`config.mk`:
```
export PLATFORM = sky130hd
export DESIGN_NAME = config_injector
export DESIGN_NICKNAME = d
export VERILOG_FILES = /design/src/rtl/config_pkg.sv /design/src/rtl/route_header_encoder.sv /design/src/rtl/config_injector.sv
export SDC_FILE = /design/constraint.sdc
export NUM_CORES = 1
export LEC_CHECK = 0
export ABC_AREA = 1
export BUFFER_PORTS_ARGS = -buffer_cell sky130_fd_sc_hd__clkbuf_2
export CORE_ASPECT_RATIO = 0.9
export CORE_UTILIZATION = 45
export CTS_BUF_LIST = sky130_fd_sc_hd__clkbuf_2
export DETAILED_ROUTE_END_ITERATION = 12
export PLACE_DENSITY_LB_ADDON = 0.12
export REMOVE_ABC_BUFFERS = 1
export SLEW_MARGIN = 20
export SYNTH_ARGS = -nofsm -noshare
export SYNTH_HDL_FRONTEND = slang
export SYNTH_SLANG_ARGS = --single-unit
```
`constraint.sdc`:
```
create_clock -name clk -period 2.26 [get_ports clk]
set_clock_uncertainty 0.05 [all_clocks]
set_input_delay 0.452 -clock clk [delete_from_list [all_inputs] [get_ports clk]]
set_output_delay 0.452 -clock clk [all_outputs]
set_load 0.005 [all_outputs]
```
`src/rtl/config_pkg.sv`:
```
// ============================================================================
// Module      : config_pkg
// Description : Shared types, field offsets and packet builder for the
//               PE-array configuration injector.
// Revision    : 1.0 - initial release
// ============================================================================
`default_nettype none

package config_pkg;

    localparam int HDR_W          = 20;
    localparam int CNT_W          = 7;
    localparam int COORD_W        = 5;
    localparam int OFF_HDR_MSB    = 63;
    localparam int OFF_HDR_LSB    = 44;
    localparam int OFF_SAMPLER    = 40;
    localparam int OFF_DESIGNATOR = 36;
    localparam int OFF_INSTR      = 32;

    typedef struct packed {
        logic [COORD_W-1:0] row;
        logic [COORD_W-1:0] col;
        logic [3:0]         sampler;
        logic [3:0]         designator;
        logic [3:0]         instruction;
        logic [31:0]        internal;
    } cfg_req_t;

    typedef enum logic [1:0] {
        IDLE  = 2'd0,
        SEND  = 2'd1,
        DRAIN = 2'd2,
        DONE  = 2'd3
    } cfg_state_e;

    function automatic logic [63:0] build_packet(input logic [HDR_W-1:0] hdr,
                                                 input cfg_req_t          req);
        logic [63:0] pkt;
        pkt                            = '0;
        pkt[OFF_HDR_MSB:OFF_HDR_LSB]   = hdr;
        pkt[OFF_SAMPLER +: 4]          = req.sampler;
        pkt[OFF_DESIGNATOR +: 4]       = req.designator;
        pkt[OFF_INSTR +: 4]            = req.instruction;
        pkt[OFF_INSTR-1:0]             = req.internal;
        return pkt;
    endfunction

endpackage

`default_nettype wire

```
`src/rtl/route_header_encoder.sv`:
```
// ============================================================================
// Module      : route_header_encoder
// Description : (row, col) -> XY route header (col east ones, row south
//               zeros, terminal one) and the drain count 2*(row+col+1).
// Revision    : 1.0 - initial release
// ============================================================================
`default_nettype none

module route_header_encoder
    import config_pkg::*;
(
    input  logic [COORD_W-1:0] i_row,
    input  logic [COORD_W-1:0] i_col,
    output logic [HDR_W-1:0]   o_header,
    output logic [CNT_W-1:0]   o_drain
);

    logic [COORD_W:0] w_term;

    assign w_term  = {1'b0, i_row} + {1'b0, i_col};
    // Two cycles per hop: each switch registers then acts on the packet.
    assign o_drain = {w_term, 1'b0} + CNT_W'(2);

    always_comb begin
        o_header = '0;
        for (int i = 0; i < HDR_W; i++) begin
            o_header[HDR_W-1-i] = (6'(i) < {1'b0, i_col}) || (6'(i) == w_term);
        end
    end

endmodule

`default_nettype wire

```
`src/rtl/config_injector.sv`:
```
// ============================================================================
// Module      : config_injector
// Description : Edge-side transmitter streaming routed 64-bit config packets
//               into the corner switch. Optional CONFIG_INJECTOR_BOUNDS_CHECK_EN
//               drops out-of-range requests and pulses o_err.
// Revision    : 1.0 - initial release
// ============================================================================
`default_nettype none

module config_injector
    import config_pkg::*;
#(
    parameter int ROWS = 4,
    parameter int COLS = 4
) (
    input  logic                                  clk,
    input  logic                                  reset,
    input  logic                                  i_valid,
    output logic                                  o_ready,
    input  logic [((ROWS > 1) ? $clog2(ROWS) : 1)-1:0] i_row,
    input  logic [((COLS > 1) ? $clog2(COLS) : 1)-1:0] i_col,
    input  logic [3:0]                            i_port_sampler,
    input  logic [3:0]                            i_out_designator,
    input  logic [3:0]                            i_instruction,
    input  logic [31:0]                           i_internal,
    output logic [63:0]                           o_config,
    output logic                                  o_load,
    output logic                                  o_configuration_mux,
    output logic                                  o_busy,
    output logic                                  o_done,
    output logic                                  o_err
);

    cfg_state_e          r_state;
    cfg_state_e          w_next;
    logic [CNT_W-1:0]    r_cnt;
    cfg_req_t            r_req;
    cfg_req_t            w_req;
    logic                w_ready;
    logic                w_accept;
    logic                w_drop;
    logic [HDR_W-1:0]    w_header;
    logic [CNT_W-1:0]    w_drain;

    always_comb begin
        w_req             = '0;
        w_req.row         = COORD_W'(i_row);
        w_req.col         = COORD_W'(i_col);
        w_req.sampler     = i_port_sampler;
        w_req.designator  = i_out_designator;
        w_req.instruction = i_instruction;
        w_req.internal    = i_internal;
    end

    // Ready is a pure state decode; reset gating keeps it low during reset.
    assign w_ready  = (r_state == IDLE) || ((r_state == DRAIN) && (r_cnt == '0));
    assign o_ready  = w_ready & ~reset;
    assign w_accept = i_valid & w_ready;

`ifdef CONFIG_INJECTOR_BOUNDS_CHECK_EN
    logic r_err;

    assign w_drop = (w_req.row >= COORD_W'(ROWS)) || (w_req.col >= COORD_W'(COLS));
    assign o_err  = r_err;

    always_ff @(posedge clk) begin
        if (reset) begin
            r_err <= 1'b0;
        end else begin
            r_err <= w_accept & w_drop;
        end
    end
`else
    assign w_drop = 1'b0;
    assign o_err  = 1'b0;
`endif

    route_header_encoder u_encoder (
        .i_row    (r_req.row),
        .i_col    (r_req.col),
        .o_header (w_header),
        .o_drain  (w_drain)
    );

    always_comb begin
        w_next = r_state;
        case (r_state)
            IDLE: begin
                if (w_accept && !w_drop) w_next = SEND;
            end
            SEND: begin
                w_next = DRAIN;
            end
            DRAIN: begin
                if (r_cnt == '0) begin
                    w_next = (w_accept && !w_drop) ? SEND : DONE;
                end
            end
            DONE: begin
                w_next = IDLE;
            end
            default: begin
                w_next = IDLE;
            end
        endcase
    end

    always_ff @(posedge clk) begin
        if (reset) begin
            r_state <= IDLE;
            r_cnt   <= '0;
            r_req   <= '0;
        end else begin
            r_state <= w_next;
            if (w_accept && !w_drop) r_req <= w_req;
            if (r_state == SEND) begin
                r_cnt <= w_drain - CNT_W'(1);
            end else if ((r_state == DRAIN) && (r_cnt != '0)) begin
                r_cnt <= r_cnt - CNT_W'(1);
            end
        end
    end

    assign o_config            = (r_state == SEND) ? build_packet(w_header, r_req) : 64'd0;
    assign o_load              = (r_state == SEND) || (r_state == DRAIN);
    assign o_busy              = (r_state != IDLE);
    assign o_done              = (r_state == DONE);
    assign o_configuration_mux = 1'b0;

endmodule

`default_nettype wire
```
# Yosys cells after proc, flatten, opt, wreduce, memory -nomap -nowiden
# Index checks and enable logic that the tools add are counted.
dict set report totals {
  register_bits 57
  input_bits 51
  elab_cells 97
}
dict set report op_classes {
  n_addsub 4
  n_lt_le_gt_ge 20
  n_eq_ne 24
  n_mux 7
  bitwise 3
  reduce_logical 31
}
# op n
set op_table {}
lappend op_table {{$mux W64} 1}
lappend op_table {{$eq A4 B6 Y1 const A} 8}
lappend op_table {{$lt A4 B2 Y1 const A} 8}
lappend op_table {{$eq A3 B6 Y1 const A} 4}
lappend op_table {{$eq A5 B6 Y1 const A} 4}
lappend op_table {{$logic_or A1 B1 Y1} 22}
lappend op_table {{$lt A5 B2 Y1 const A} 4}
lappend op_table {{$mux W7} 2}
lappend op_table {{$sub A7 B1 Y7 const B} 2}
lappend op_table {{$eq A2 B6 Y1 const A} 2}
lappend op_table {{$lt A3 B2 Y1 const A} 4}
lappend op_table {{$pmux W2 S4} 1}
lappend op_table {{$add A7 B2 Y7 const B} 1}
lappend op_table {{$logic_not A7 Y1} 1}
lappend op_table {{$reduce_bool A7 Y1} 1}
lappend op_table {{$eq A1 B6 Y1 const A} 1}
lappend op_table {{$logic_not A6 Y1} 1}
lappend op_table {{$mux W2} 3}
lappend op_table {{$eq A2 B2 Y1 const B} 2}
lappend op_table {{$lt A1 B2 Y1 const A} 2}
lappend op_table {{$lt A2 B2 Y1 const A} 2}
lappend op_table {{$ne A2 B2 Y1 const B} 2}
lappend op_table {{$reduce_bool A2 Y1} 2}
lappend op_table {{$add A2 B2 Y3} 1}
lappend op_table {{other kinds (6)} 8}

# Logic depth before layout (Yosys ltp)
dict set report logic_depth {
  depth_word 7
  mapped_depth 12
  ltp_nobuf 10
}

# Hierarchy
# From an unflattened synthesis, not the netlist that was laid out.
dict set report hier_totals {
  hier_cells 640
  area_unflattened_um2 4067.7
}
# module n_inst cells_each area_each_um2 seq_area_each_um2
set modules_own_cells {}
lappend modules_own_cells {config_injector 1 474 3233.1 1141.1}
lappend modules_own_cells {route_header_encoder 1 166 834.6 0.0}

# Worst setup path after synthesis
# OpenSTA, ideal clock, no wires.
dict set report synth_path {
  path_type {register to output}
  from {register r_req[44] (netlist bit)}
  to {output o_config[56]}
  arrival_ps 1375
  required_time_ps 1758
  path_slack_ps 383
  stages_incl_launch_ff 5
  n_path_buf 0
  cell_sequence {dfxtp_1 > ha_1 > fa_1 > inv_1 > nor3_1}
}
dict set report synth_between {
  elab_chain_len 4
  word_cells_on_any_way 5
  cone_classes {1 x add/sub; 1 x order compare; 1 x eq/ne; 1 x mux; 1 x reduce/logical}
}
# element line_no
set synth_rtl {}
lappend synth_rtl {{start, declared} config_injector.sv:37} ;# cfg_req_t r_req;
lappend synth_rtl {{start signal, assigned} config_injector.sv:115} ;# if (w_accept && !w_drop) r_req <= w_req;
lappend synth_rtl {{$add A2 B2 Y3} route_header_encoder.sv:20} ;# assign w_term = {1'b0, i_row} + {1'b0, i_col};
lappend synth_rtl {{$eq A3 B6 Y1} route_header_encoder.sv:27} ;# o_header[HDR_W-1-i] = (6'(i) < {1'b0, i_col}) || (6'(i) == w_term);
lappend synth_rtl {{$logic_or A1 B1 Y1 *} route_header_encoder.sv:27}
lappend synth_rtl {{$mux W64 *} config_injector.sv:124} ;# assign o_config = (r_state == SEND) ? build_packet(w_header, r_req) : 64'd0;
lappend synth_rtl {{end, declared} config_injector.sv:26} ;# output logic [63:0] o_config,
# Mark *: on every way between the ends. The rest lies on a longest branch, timed or not.

# Final worst setup path
dict set report layout_path {
  from {register r_req[49] (netlist bit)}
  to {output o_config[62]}
}
dict set report layout_between {
  elab_chain_len 4
}
# element line_no
set layout_rtl {}
lappend layout_rtl {{$add A2 B2 Y3} route_header_encoder.sv:20}
lappend layout_rtl {{$eq A1 B6 Y1} route_header_encoder.sv:27}
lappend layout_rtl {{$logic_or A1 B1 Y1} route_header_encoder.sv:27}
lappend layout_rtl {{$mux W64} config_injector.sv:124}
# Every way passes these cells.

==> impl_metrics.csv <==
group,metric,value,unit
sta,setup_ws,-0.1350,ns
worst_hold_path,hp-class,"primary input to register",
setup_path,timing.critical_path.buf_inv,1,
clock_network,numCtsBuffers,9,
setup_path,critical_path.cell_chain,"ha_4 > fa_2 > nor3_1 > o21a_1 > clkbuf_2",
placement,dp_slack,0.1938,ns
placement,port_buffers,106,
sta,tightest_slew,0.4992,ns
cells_and_area,final_cells,608,
sta,final_max_slew_viol_count,0,
outcome,status,"finished, violations left",
setup_path,critPathSlowestCell,"fa_2",
placement,dp_hpwl,4.367,mm
grt,antenna_found_initial,0,
cells_and_area,drive_above_1_share,0.2892,
cells_and_area,nets,591,
pwr,power.leakage,0.002096,uW
route,ant_nets,0,
sta,setup_viol,8,
pwr,peakVddDrop,0.0005187,V
setup_path,cp_top_family,"adder cells",
floorplanning,die_area,6608,um2
yosys,avgSynthCellArea,6.656,um2
floorplanning,coreArea,6081,um2
placement,dp.cells,588,
floorplanning,die_y,77.22,um
clock_network,cts_hold_buffers,0,
flow_run,max_cap_violations,0,
sta,hold_ws,0.1606,ns
sta,hold_viol,0,
grt,grtUsageTotal,0.2000,
floorplanning,fp.dieW,85.58,um
pwr,powerDensity,1193,nW/um2
floorplanning,start_util,0.4652,
cells_and_area,final_common_cell,"clkbuf_2",
cells_and_area,diodes,0,
yosys,syn_area,2829,um2
grt,first_global_vias,2422,
outcome,violations,"negative setup slack",
route,routed_wl,6.514,mm
route,vias,2801,
yosys,synth_warnings,0,
route,firstDrtPassIters,4,
cells_and_area,area.growth.synth_to_final,26.18,%
yosys,synth_cell_type_count,25,
cells_and_area,final_core_util,0.5870,
yosys,seq_area_frac_synth,0.4034,
setup_path,critPathKind,"register to output pin",
yosys,ys_seq_elements,57,
sta,rsz0062_at_grt,"true",
setup_path,cp.required,1.76,ns
route,first_iter_violations,93,
clock_network,cts_root_buf,"clkbuf_2",
clock_network,h-tree-depth,3,
sta,fmax,0.4175,GHz
floorplanning,rows,27,
sta,max-slew-margin-rel,0.6668,
route,wire_per_inst,10.71,um
sta,fin_crit_sh,1.060,
clock_network,clock_sinks,57,
route,drc,0,
placement,gp_congestion,0.7739,
grt,grt_max_degree,38,
clock_network,insertion_delay,0.45,ns
clock_network,path_clk_slew,0.16,ns
cells_and_area,mostFrequentLayoutCells,"clkbuf_2 (112), nor2_1 (110), nand2_1 (66)",
floorplanning,num_io_pins,121,
yosys,netlist_instances,425,
grt,gr-total-overflow,0,
setup_path,start_kind,"register",
setup_path,worstPathMaxFanout,4,
sta,finalSetupTns,-0.8214,ns
setup_path,critPathArrivalTime,1.89,ns
sta,min_period,2.395,ns
clock_network,cts_tree,"yes",
setup_path,critical_path.endpoint_type,"output pin",
setup_path,cpPeakStageDelay,0.60,ns
clock_network,clock_path_buffers,2,
grt,grt_pass1_wl,10.53,mm
route,detail_route.vias_per_cell,4.607,
where the power goes:
group / internal (uW) / total, uW / switching (uW)
combinational: 840 / 2110 / 1270
sequential: 1340 / 1540 / 197
clock: 254 / 613 / 360
total: 2430 / 4260 / 1830
synth_stat cells:
| cell type | number | share of area |
|---|---|---|
| a21oi_1 | 9 | 0.016 |
| buf_2 | 7 | 0.012 |
| buf_4 | 14 | 0.037 |
| buf_6 | 4 | 0.016 |
| clkbuf_1 | 10 | 0.013 |
| conb_1 | 1 | 0.0013 |
| dfxtp_1 | 57 | 0.40 |
| fa_1 | 1 | 0.0071 |
| ha_1 | 8 | 0.035 |
| inv_1 | 60 | 0.080 |
| inv_2 | 1 | 0.0013 |
| nand2_1 | 66 | 0.088 |
| nand2_2 | 2 | 0.0044 |
| nand3_1 | 7 | 0.012 |
| nand4_1 | 3 | 0.0066 |
| nor2_1 | 110 | 0.15 |
| nor2_2 | 1 | 0.0022 |
| nor3_1 | 7 | 0.012 |
| nor3b_1 | 1 | 0.0027 |
| o21a_1 | 1 | 0.0027 |
| o21ai_0 | 42 | 0.074 |
| o21ai_1 | 10 | 0.018 |
| or2_2 | 1 | 0.0022 |
| xnor2_1 | 1 | 0.0031 |
| xor2_1 | 1 | 0.0031 |
final timing paths:
path / start / endpoint / slack, ns / cells after the start
setup / recovery: r_req[49]$_SDFFE_PP0P_ / o_config[62] / -0.14 / 5
hold / removal: reset / r_cnt[1]$_SDFFE_PP0P_ / 0.16 / 2
setup reg to reg: r_state[0]$_SDFFE_PP0P_ / r_req[29]$_SDFFE_PP0P_ / 0.36 / 9
hold reg to reg: r_cnt[0]$_SDFFE_PP0P_ / r_cnt[0]$_SDFFE_PP0P_ / 0.44 / 2
registers in the layout (all words and copies together) (netlist names):
signal   cells
r_req       48
r_state      2
r_cnt        7
final cells by class:
| cell class | count | area [um2] |
|---|---|---|
| fillers | 625 | 2511 |
| multi-input cells | 285 | 1358 |
| flip-flops and latches | 57 | 1146 |
| repair buffers | 117 | 643.1 |
| inverters | 61 | 231.5 |
| well taps | 72 | 90.09 |
| clock buffers | 11 | 55.05 |
| clock inverters | 5 | 46.29 |
metal layers:
metal	GRT usage	routed length [um]	vias to the layer above
met5	0	0	-
met4	0.08500	96	0
met3	0.06136	378	11
met2	0.3144	2870	89
met1	0.2525	3169	1228
li1	-	-	1473
worst register-to-register path, cell delays in order (launching register included):
cell and delay (ns):
dfxtp_2 0.38, inv_1 0.13, ha_2 0.25, nand4_1 0.14, nand2_1 0.10, nand2_2 0.22, inv_2 0.12, buf_4 0.28
nor2_1 0.08, nor2_1 0.11
cells by family (layout without fill, tap and decap cells):
logic type / Yosys count / in the layout / synth area share
buffers and inverters: 96 / 194 / 0.1597
flip-flops: 57 / 57 / 0.4034
XOR/XNOR: 2 / 2 / 0.006193
AO/OA/AOI/OAI: 62 / 62 / 0.1106
AND/OR/NAND/NOR: 198 / 198 / 0.2764
adder cells (fa/ha/maj): 9 / 9 / 0.04246
other: 1 / 14 / 0.001326
through the flow:
| step | cell area (um2) | total power, uW |
|---|---|---|
| after global routing | 3570 | 4648 |
| after CTS | 3537 | 4233 |
| after detailed placement | 3356 | 3491 |
| final | 3570 | 4258 |
| after global placement | 3356 | 3440 |
| after floorplan | 2655 | 2783 |
what timing repair did:
action	4_1_cts	5_1_grt
gates resized for setup	15	15
pin swaps	4	6
endpoints found under the hold margin	0	0
setup buffers	2	2
setup endpoints to repair	44	46
Power figures use the tool's default switching activity.
